**src/rtl/reed_solomon_decoder_pkg.sv**
```systemverilog
// -----------------------------------------------------------------------------
// reed_solomon_decoder_pkg
//   Shared RS(255,239) field and code definitions for the encoder and decoder.
//   Contents:
//     RS_SYM_W, RS_N, RS_K, RS_2T, RS_PRIM_POLY, RS_FCR : code parameters
//     t_rs_sym        : one GF(2^8) symbol
//     t_rs_gen        : packed array of the 2T non-leading generator coefficients
//     t_rs_enc_state  : encoder FSM states
//     gf_mul          : polynomial-basis GF(2^8) multiply reduced by prim
//     rs_gen_coef     : builds g(x) = prod_{i=0..2T-1} (x - alpha^(fcr+i))
//     RS_GEN_COEF     : generator coefficients for the default field
// -----------------------------------------------------------------------------
package reed_solomon_decoder_pkg;

    localparam int unsigned RS_SYM_W     = 8;
    localparam int unsigned RS_N         = 255;
    localparam int unsigned RS_K         = 239;
    localparam int unsigned RS_2T        = RS_N - RS_K;
    localparam logic [8:0]  RS_PRIM_POLY = 9'h11D;
    localparam int unsigned RS_FCR       = 0;

    typedef logic [RS_SYM_W-1:0] t_rs_sym;
    typedef t_rs_sym [RS_2T-1:0] t_rs_gen;

    typedef enum logic [1:0] {
        S_ENC_IDLE,
        S_ENC_DATA,
        S_ENC_PARITY
    } t_rs_enc_state;

    // Shift-and-add multiply; x is multiplied by alpha each step and reduced.
    function automatic t_rs_sym gf_mul(input t_rs_sym a, input t_rs_sym b,
                                       input logic [8:0] prim);
        t_rs_sym acc;
        t_rs_sym x;
        acc = '0;
        x   = a;
        for (int unsigned i = 0; i < RS_SYM_W; i++) begin
            if (b[i]) acc = acc ^ x;
            x = x[7] ? ((x << 1) ^ prim[7:0]) : (x << 1);
        end
        return acc;
    endfunction

    // Multiplies in one linear factor at a time; in characteristic 2 the
    // minus sign vanishes, so new_g[j] = g[j-1] ^ root*g[j].
    function automatic t_rs_gen rs_gen_coef(input logic [8:0] prim,
                                            input int unsigned fcr);
        t_rs_sym g [RS_2T+1];
        t_rs_sym root;
        t_rs_gen res;
        for (int unsigned j = 0; j <= RS_2T; j++) g[j] = '0;
        g[0] = 8'h01;
        root = 8'h01;
        for (int unsigned k = 0; k < fcr; k++) root = gf_mul(root, 8'h02, prim);
        for (int unsigned i = 0; i < RS_2T; i++) begin
            for (int unsigned j = RS_2T; j >= 1; j--)
                g[j] = g[j-1] ^ gf_mul(root, g[j], prim);
            g[0] = gf_mul(root, g[0], prim);
            root = gf_mul(root, 8'h02, prim);
        end
        for (int unsigned j = 0; j < RS_2T; j++) res[j] = g[j];
        return res;
    endfunction

    localparam t_rs_gen RS_GEN_COEF = rs_gen_coef(RS_PRIM_POLY, RS_FCR);

endpackage

```
**src/rtl/rs_gf_mult.sv**
```systemverilog
// -----------------------------------------------------------------------------
// rs_gf_mult
//   Combinational 8x8 GF(2^8) multiplier, polynomial basis.
//   Ports:
//     a, b : operands
//     p    : a*b mod PRIM_POLY
// -----------------------------------------------------------------------------
module rs_gf_mult
    import reed_solomon_decoder_pkg::*;
#(
    parameter logic [8:0] PRIM_POLY = RS_PRIM_POLY
) (
    input  logic [7:0] a,
    input  logic [7:0] b,
    output logic [7:0] p
);

    always_comb begin
        p = gf_mul(a, b, PRIM_POLY);
    end

endmodule

```
**src/rtl/reed_solomon_encoder.sv**
```systemverilog
// -----------------------------------------------------------------------------
// reed_solomon_encoder
//   Systematic RS(255,239) encoder. Message symbols pass through with one
//   cycle of latency; after the 239th symbol the 16 parity symbols follow.
//   Ports:
//     clk, rst_n         : clock, asynchronous active-low reset
//     s_valid/s_ready    : input handshake, s_data = message symbol (MSB coef first)
//     m_valid/m_ready    : output handshake, m_data = codeword symbol
//     m_parity           : m_data is a parity symbol
//     m_last             : final parity symbol of the codeword
//     busy               : codeword in progress
//     cw_count           : completed codewords since reset (wraps)
// -----------------------------------------------------------------------------
module reed_solomon_encoder
    import reed_solomon_decoder_pkg::*;
#(
    parameter int unsigned SYM_W     = RS_SYM_W,
    parameter int unsigned RS_N      = 255,
    parameter int unsigned RS_K      = 239,
    parameter logic [8:0]  PRIM_POLY = RS_PRIM_POLY,
    parameter int unsigned FCR       = RS_FCR
) (
    input  logic             clk,
    input  logic             rst_n,
    input  logic             s_valid,
    output logic             s_ready,
    input  logic [SYM_W-1:0] s_data,
    output logic             m_valid,
    input  logic             m_ready,
    output logic [SYM_W-1:0] m_data,
    output logic             m_parity,
    output logic             m_last,
    output logic             busy,
    output logic [31:0]      cw_count
);

    localparam int unsigned NPAR      = RS_N - RS_K;
    localparam t_rs_gen     GEN       = rs_gen_coef(PRIM_POLY, FCR);
    localparam logic [7:0]  LAST_DATA = 8'(RS_K - 1);
    localparam logic [7:0]  LAST_PAR  = 8'(NPAR - 1);

    t_rs_enc_state    state;
    logic [7:0]       sym_cnt;
    logic [SYM_W-1:0] par  [NPAR];
    logic [SYM_W-1:0] prod [NPAR];
    logic [SYM_W-1:0] fb;
    logic             out_free;

    always_comb begin
        out_free = !m_valid || m_ready;
        s_ready  = out_free && (state != S_ENC_PARITY);
        busy     = (state != S_ENC_IDLE);
        fb       = s_data ^ par[NPAR-1];
    end

    for (genvar i = 0; i < NPAR; i++) begin : g_mul
        rs_gf_mult #(.PRIM_POLY(PRIM_POLY)) u_mul (
            .a (fb),
            .b (GEN[i]),
            .p (prod[i])
        );
    end

    always_ff @(posedge clk or negedge rst_n) begin
        if (!rst_n) begin
            state    <= S_ENC_IDLE;
            sym_cnt  <= '0;
            m_valid  <= 1'b0;
            m_data   <= '0;
            m_parity <= 1'b0;
            m_last   <= 1'b0;
            cw_count <= '0;
            for (int unsigned i = 0; i < NPAR; i++) par[i] <= '0;
        end else if (out_free) begin
            if (state == S_ENC_PARITY) begin
                // Shifting zeros in leaves the register clean for the next codeword.
                m_data   <= par[NPAR-1];
                m_parity <= 1'b1;
                m_valid  <= 1'b1;
                for (int unsigned i = 1; i < NPAR; i++) par[i] <= par[i-1];
                par[0] <= '0;
                if (sym_cnt == LAST_PAR) begin
                    m_last   <= 1'b1;
                    cw_count <= cw_count + 32'd1;
                    state    <= S_ENC_IDLE;
                    sym_cnt  <= '0;
                end else begin
                    m_last  <= 1'b0;
                    sym_cnt <= sym_cnt + 8'd1;
                end
            end else if (s_valid) begin
                // s_ready is implied here: out_free and not in the parity phase.
                m_data   <= s_data;
                m_valid  <= 1'b1;
                m_parity <= 1'b0;
                m_last   <= 1'b0;
                for (int unsigned i = 1; i < NPAR; i++) par[i] <= par[i-1] ^ prod[i];
                par[0] <= prod[0];
                if (state == S_ENC_IDLE) begin
                    state   <= S_ENC_DATA;
                    sym_cnt <= 8'd1;
                end else if (sym_cnt == LAST_DATA) begin
                    state   <= S_ENC_PARITY;
                    sym_cnt <= '0;
                end else begin
                    sym_cnt <= sym_cnt + 8'd1;
                end
            end else begin
                m_valid <= 1'b0;
                m_last  <= 1'b0;
            end
        end
    end

endmodule

```
**config.mk**
```make
export PLATFORM = sky130hd
export DESIGN_NAME = reed_solomon_encoder
export DESIGN_NICKNAME = d
export VERILOG_FILES = /design/src/rtl/reed_solomon_decoder_pkg.sv /design/src/rtl/rs_gf_mult.sv /design/src/rtl/reed_solomon_encoder.sv
export SDC_FILE = /design/constraint.sdc
export NUM_CORES = 1
export LEC_CHECK = 0
export ABC_CLOCK_PERIOD_IN_PS = 2150
export CAP_MARGIN = 10
export CORE_ASPECT_RATIO = 1.2
export CORE_MARGIN = 2
export CORE_UTILIZATION = 50
export CTS_CLUSTER_DIAMETER = 50
export DETAILED_ROUTE_END_ITERATION = 12
export DONT_BUFFER_PORTS = 1
export PLACE_DENSITY = 0.76
export SETUP_SLACK_MARGIN = 0.02
export SLEW_MARGIN = 20
export SYNTH_ARGS = -nofsm -noshare
export SYNTH_HDL_FRONTEND = slang
export SYNTH_SLANG_ARGS = --single-unit
```
**constraint.sdc**
```tcl
create_clock -name clk -period 2.15 [get_ports clk]
set_input_delay 0.1075 -clock clk [delete_from_list [all_inputs] [get_ports clk]]
set_output_delay 0.1075 -clock clk [all_outputs]
set_load 0.05 [all_outputs]
```
Yosys cells after proc, flatten, opt, wreduce, memory -nomap -nowiden

Cells that the tools add are included.

$add $sub $neg: 2
Eq/ne operators: 5
Multiplexer cells: 27
Bitwise operators: 54
Reduce and logical (&&, ||, !) cells: 10

Operator list:

| cell                                                | count |
|---|---|
| XOR 8 bit                                           | 47 |
| 2-to-1 mux 128 bit                                  | 2 |
| 2-to-1 mux 8 bit                                    | 7 |
| 2-to-1 mux 5 bit                                    | 7 |
| adder 32 x 1 -> 32 bit, second input constant       | 1 |
| NOT 4 bit                                           | 7 |
| 2-to-1 mux 2 bit                                    | 5 |
| adder 8 x 1 -> 8 bit, second input constant         | 1 |
| equality test 8 x 4 -> 1 bit, second input constant | 1 |
| equality test 8 bit, second input constant          | 1 |
| 2-to-1 mux 1 bit                                    | 6 |
| AND reduction 4 bit                                 | 1 |
| nonzero test 2 bit                                  | 2 |
| AND reduction 3 bit                                 | 1 |
| nonzero test 3 bit                                  | 1 |
| equality test 2 bit, second input constant          | 1 |
| zero test 2 bit                                     | 1 |
| != test 2 x 1 -> 1 bit, second input constant       | 1 |
| != test 2 bit, second input constant                | 1 |
| AND reduction 2 bit                                 | 1 |
| logical AND 1 bit                                   | 1 |
| zero test 1 bit                                     | 1 |
| logical OR 1 bit                                    | 1 |

Bits in registers: 181
Bits of input ports: 12
Output and inout bits: 45
Word-level logic and storage cells: 121

Longest topological paths before layout

Depth after elaboration: 19
Mapped depth: 8
Mapped depth without buffers: 8

Cells and area by module

Synthesis repeated with hierarchy kept, for this count alone.

Cell total of the unflattened synthesis: 3,679
Area, all modules: 30,040.1 µm²

Modules (own cells, without submodules):

| module                           | instances | cells an instance | area each (µm²) | seq. area each (µm²) |
|---|---|---|---|---|
| rs_gf_mult (g_mul[10].u_mul ...) | 15        | 173               | 1,347.5         | 0.0 |
| reed_solomon_encoder             | 1         | 919               | 8,652.0         | 4,529.3 |
| rs_gf_mult (g_mul[0].u_mul)      | 1         | 165               | 1,174.9         | 0.0 |

Least setup slack after synthesis

OpenSTA, ideal clock, no wires.

Path kind: register to register
From: register par[0] (netlist name)
To: register par[4] (netlist name)
Library setup time: 124 ps
Arrival time: 2,255 ps
Required time: 2,026 ps
Slack: -229 ps
Stages on the path, launching flop included: 8
Path buffers: 1
Period minus slack after synthesis: 2,379 ps
Cells stage by stage: dfrtp_1 > xnor2_2 > clkbuf_1 > xnor2_1 > xor2_1 > nand2_1 > and3_1 > a211o_1

Cells in the longest elaborated chain, start to end: 13

RTL lines:

| item                        | RTL line                       | text |
|---|---|---|
| start, declared             | reed_solomon_encoder.sv:44     | `logic [SYM_W-1:0] par [NPAR];` |
| XOR 8 bit (*)               | reed_solomon_encoder.sv:53     | `fb = s_data ^ par[NPAR-1];` |
| 2-to-1 mux 5 bit (*)        | reed_solomon_decoder_pkg.sv:40 | `x = x[7] ? ((x << 1) ^ prim[7:0]) : (x << 1);` |
| NOT 4 bit (no line)         | -                              |  |
| 2-to-1 mux 5 bit (*)        | reed_solomon_decoder_pkg.sv:40 |  |
| NOT 4 bit (no line)         | -                              |  |
| 2-to-1 mux 5 bit (*)        | reed_solomon_decoder_pkg.sv:40 |  |
| NOT 4 bit (no line)         | -                              |  |
| 2-to-1 mux 5 bit (*)        | reed_solomon_decoder_pkg.sv:40 |  |
| XOR 8 bit (*) (2 in series) | reed_solomon_decoder_pkg.sv:39 | `if (b[i]) acc = acc ^ x;` |
| XOR 8 bit (*)               | reed_solomon_encoder.sv:97     | `for (int unsigned i = 1; i < NPAR; i++) par[i] <= par[i-1] ^ prod[i];` |
| 2-to-1 mux 128 bit (*)      | reed_solomon_encoder.sv:91     | `end else if (s_valid) begin` |
| 2-to-1 mux 128 bit (*)      | reed_solomon_encoder.sv:75     | `if (state == S_ENC_PARITY) begin` |

Mark *: on every way between the ends. The rest lies on a longest branch, timed or not. The select of a mux whose other input is x is not followed.
A chain may end at the register's enable or synchronous reset.

Worst setup path after layout

From: register par[6] (netlist name)
To: register par[8] (netlist name)

Cells in the longest elaborated chain, start to end: 7

RTL lines:

| item                    | RTL line |
|---|---|
| XOR 8 bit               | reed_solomon_encoder.sv:53 |
| 2-to-1 mux 5 bit        | reed_solomon_decoder_pkg.sv:40 |
| XOR 8 bit (2 in series) | - |
| XOR 8 bit               | reed_solomon_encoder.sv:97 |
| 2-to-1 mux 128 bit      | reed_solomon_encoder.sv:91 |
| 2-to-1 mux 128 bit      | reed_solomon_encoder.sv:75 |

No other way between the ends. The select of a mux whose other input is x is not followed.

==> results.ini <==
[critical_path]
critPathMaxStageDelay_ns = 0.46
crit_slowest_cell = dfrtp_2
cp.required_ns = 2.47
startpoint_type = flip-flop
cp-end-kind = flip-flop
crit_type = flip-flop to flip-flop
worstPathCellList = xor2_4 -> buf_12 -> buf_6 -> xnor3_2 -> buf_6 -> nor2_1 -> buf_4 -> xnor2_1 -> o21ai_0
critPathArrivalTime_ns = 2.65
cpMostUsedCell = buf_6
path_max_fanout = 8

[die]
die_area_mm2 = 0.02169
ios = 57
start_util_pct = 50.84
die_w_um = 134.8
fp.dieH_um = 160.9
core_mm2 = 0.02018
rows = 57

[synth]
avgSynthCellArea_um2 = 9.876
synth_flop_cell = dfrtp_1
mappedNetlistArea_mm2 = 0.01026
synth-seq-cells = 181
post_synth_inst_count = 1039
syn_nets = 1054
synth_cell_type_count = 47
yosysWarnings = 0
seq_area_frac_synth_pct = 44.14
synth_edf_count = 0
postSynth.asyncResetShare_pct = 100.0

[sta]
max_freq_ghz = 0.4296
fin_ws_ns = -0.1777
final-hold-violation-count = 181
slew_viol_final = 0
setup_violations = 41
fin_skew_ns = 0.01128
worst_pin_slew_ns = 0.5904
finalWorstPathRequiredPeriod_ns = 2.328
rsz0062_at_grt = true
relSlewSlack_pct = 60.64
fin_hold_ws_ns = -0.6505
period_share_pct = 108.3

[cts]
hold_buffers = 10
htree_levels = 4
cts_tree = built
root_buffer = clkbuf_16
cts.sinks = 181
numCtsBuffers = 17
clk_pin_slew_worst_paths_ns = 0.07
cts_buffer_depth = 2
clock_latency_ns = 0.45

[cells_and_area]
final_cells = 1448
nNetsFinal = 1185
antennaDiodeCount = 0
drive_gt1_share_pct = 23.33
fill_cells = 1387
area_growth_pct = 26.25

[grt]
grt_pass1_vias = 7819
antenna_found_initial = 0
grt_pass1_wl_mm = 41.87
grt_max_degree = 182
grt_use_total_pct = 25.04
overflow = 0

[routing]
ant_nets = 0
postRouteWirelength_mm = 28.71
drtIter0Drc = 792
num_vias = 8179
vias_per_cell = 5.648
wl_per_cell_um = 19.83
drtPass1Iterations = 5
drc = 0

[place]
hpwl_mm = 17.36
gp_congestion = 0.8682
dp_cells = 1360
io_buffers = 0

[run]
max_cap_violations = 0

[status]
status = complete, but fails checks
violations = negative hold slack, negative setup slack

[hold_path]
hold_class = input port to asynchronous set/reset pin

critical path, delay by kind of cell (launching register included):
kind | cells | cell delay, ns
buf+inv | 4 | 0.68
simple gates | 1 | 0.20
compound gates | 1 | 0.12
flops | 1 | 0.46
xor+xnor | 3 | 0.73
registers in the layout (all words and copies together), names as in the netlist:
name and count:
m_valid 1, m_data 8, state 2, cw_count 32, m_parity 1, sym_cnt 8, m_last 1, par 128
layer usage:
layer / up-vias / global-route usage [%] / part of all wire (%)
li1: 3698 / - / -
met1: 3987 / 31.23 / 39
met2: 390 / 41.49 / 49
met3: 104 / 4.672 / 6.5
met4: 0 / 12.68 / 5.5
met5: - / 0 / 0
cells by family after synthesis:
family / synth area share, %
and+or+nand+nor: 15.44
buffers and inverters: 2.463
adders and majority gates: 0.3658
AOI/OAI and AO/OA: 8.792
muxes: 0.2073
DFF: 44.14
xor gates and xnor gates: 28.59
layout make-up:
class                   instances  area [um2]  share of cell area (%)
inverters                       8       30.03                  0.2318
well taps                     265       331.6                   2.559
repair buffers                169        1572                   12.13
multi-input cells             793        5898                   45.53
clock inverters                15       161.4                   1.246
clock buffers                  17       425.4                   3.284
flip-flops and latches        181        4537                   35.02
final timing paths:
path                       depth (start not counted)                      end  slack, ns            startpoint
setup / recovery                                   9       par[8]$_DFFE_PN0P_      -0.18    par[6]$_DFFE_PN0P_
hold / removal                                     0  cw_count[6]$_DFFE_PN0P_      -0.65                 rst_n
setup reg to reg                                   9       par[8]$_DFFE_PN0P_      -0.18    par[6]$_DFFE_PN0P_
hold reg to reg                                    2     par[105]$_DFFE_PN0P_       0.51  par[105]$_DFFE_PN0P_
max in group asynchronous                          0       par[3]$_DFFE_PN0P_       2.53                 rst_n
min in group clk                                   2     par[122]$_DFFE_PN0P_       0.02               s_valid
what timing repair did:
action                                  CTS  global route
endpoints found under the setup margin   30            69
buffers inserted                         18            29
gates resized for setup                  17            72
pin swaps                                15            40
hold endpoints to repair                194           181
cell usage after synthesis, types with 4 or more instances:
cell,number,share of area [%]
nand2_1,115,4.2
xnor3_1,29,6.4
xnor2_1,176,15
nor3_1,7,0.34
and3_1,14,0.85
xnor2_2,7,1.1
xor2_1,34,2.9
buf_2,4,0.20
nor2_1,174,6.4
o211a_1,5,0.49
inv_1,8,0.29
a31oi_1,11,0.67
a21oi_1,76,3.7
a211o_1,5,0.43
a21o_1,5,0.37
dfrtp_1,181,44
nand3b_1,5,0.37
buf_1,4,0.15
or3_1,6,0.37
or4_1,5,0.37
nor4_1,4,0.24
clkbuf_1,48,1.8
xnor2_4,7,1.9
nand3_1,15,0.73
nand4_1,10,0.61
o21ai_0,48,2.3
cell usage in the layout, fill, tap and decap left out, types with 16 or more instances in the layout:
master and count:
xnor2_1 152, xnor2_4 16, nor2_1 162, xnor3_1 19, dfrtp_1 175, clkbuf_16 17
nand2_1 114, buf_6 22, buf_4 121, o21ai_0 42, xnor2_2 22, a21oi_1 76
xor2_1 31
through the flow:
step / util [%] / worst slack (ns) / instance area (um2) / hold slack, ns / setup TNS, ns
after floorplan: - / -0.02971 / 10380 / -0.1881 / -0.06301
after global placement: 57.03 / 0.001395 / 11510 / -0.1846 / 0
after detailed placement: 57.03 / -0.04186 / 11510 / -0.1846 / -0.2335
after CTS: 61.39 / -0.03235 / 12390 / -0.6574 / -0.07842
after global routing: 64.19 / -0.1874 / 12950 / -0.6633 / -4.629
final: 64.19 / -0.1777 / 12950 / -0.6505 / -2.234
Power is not shown: default switching activity piles up to over one toggle a cycle in this logic, so the estimate is an artifact.
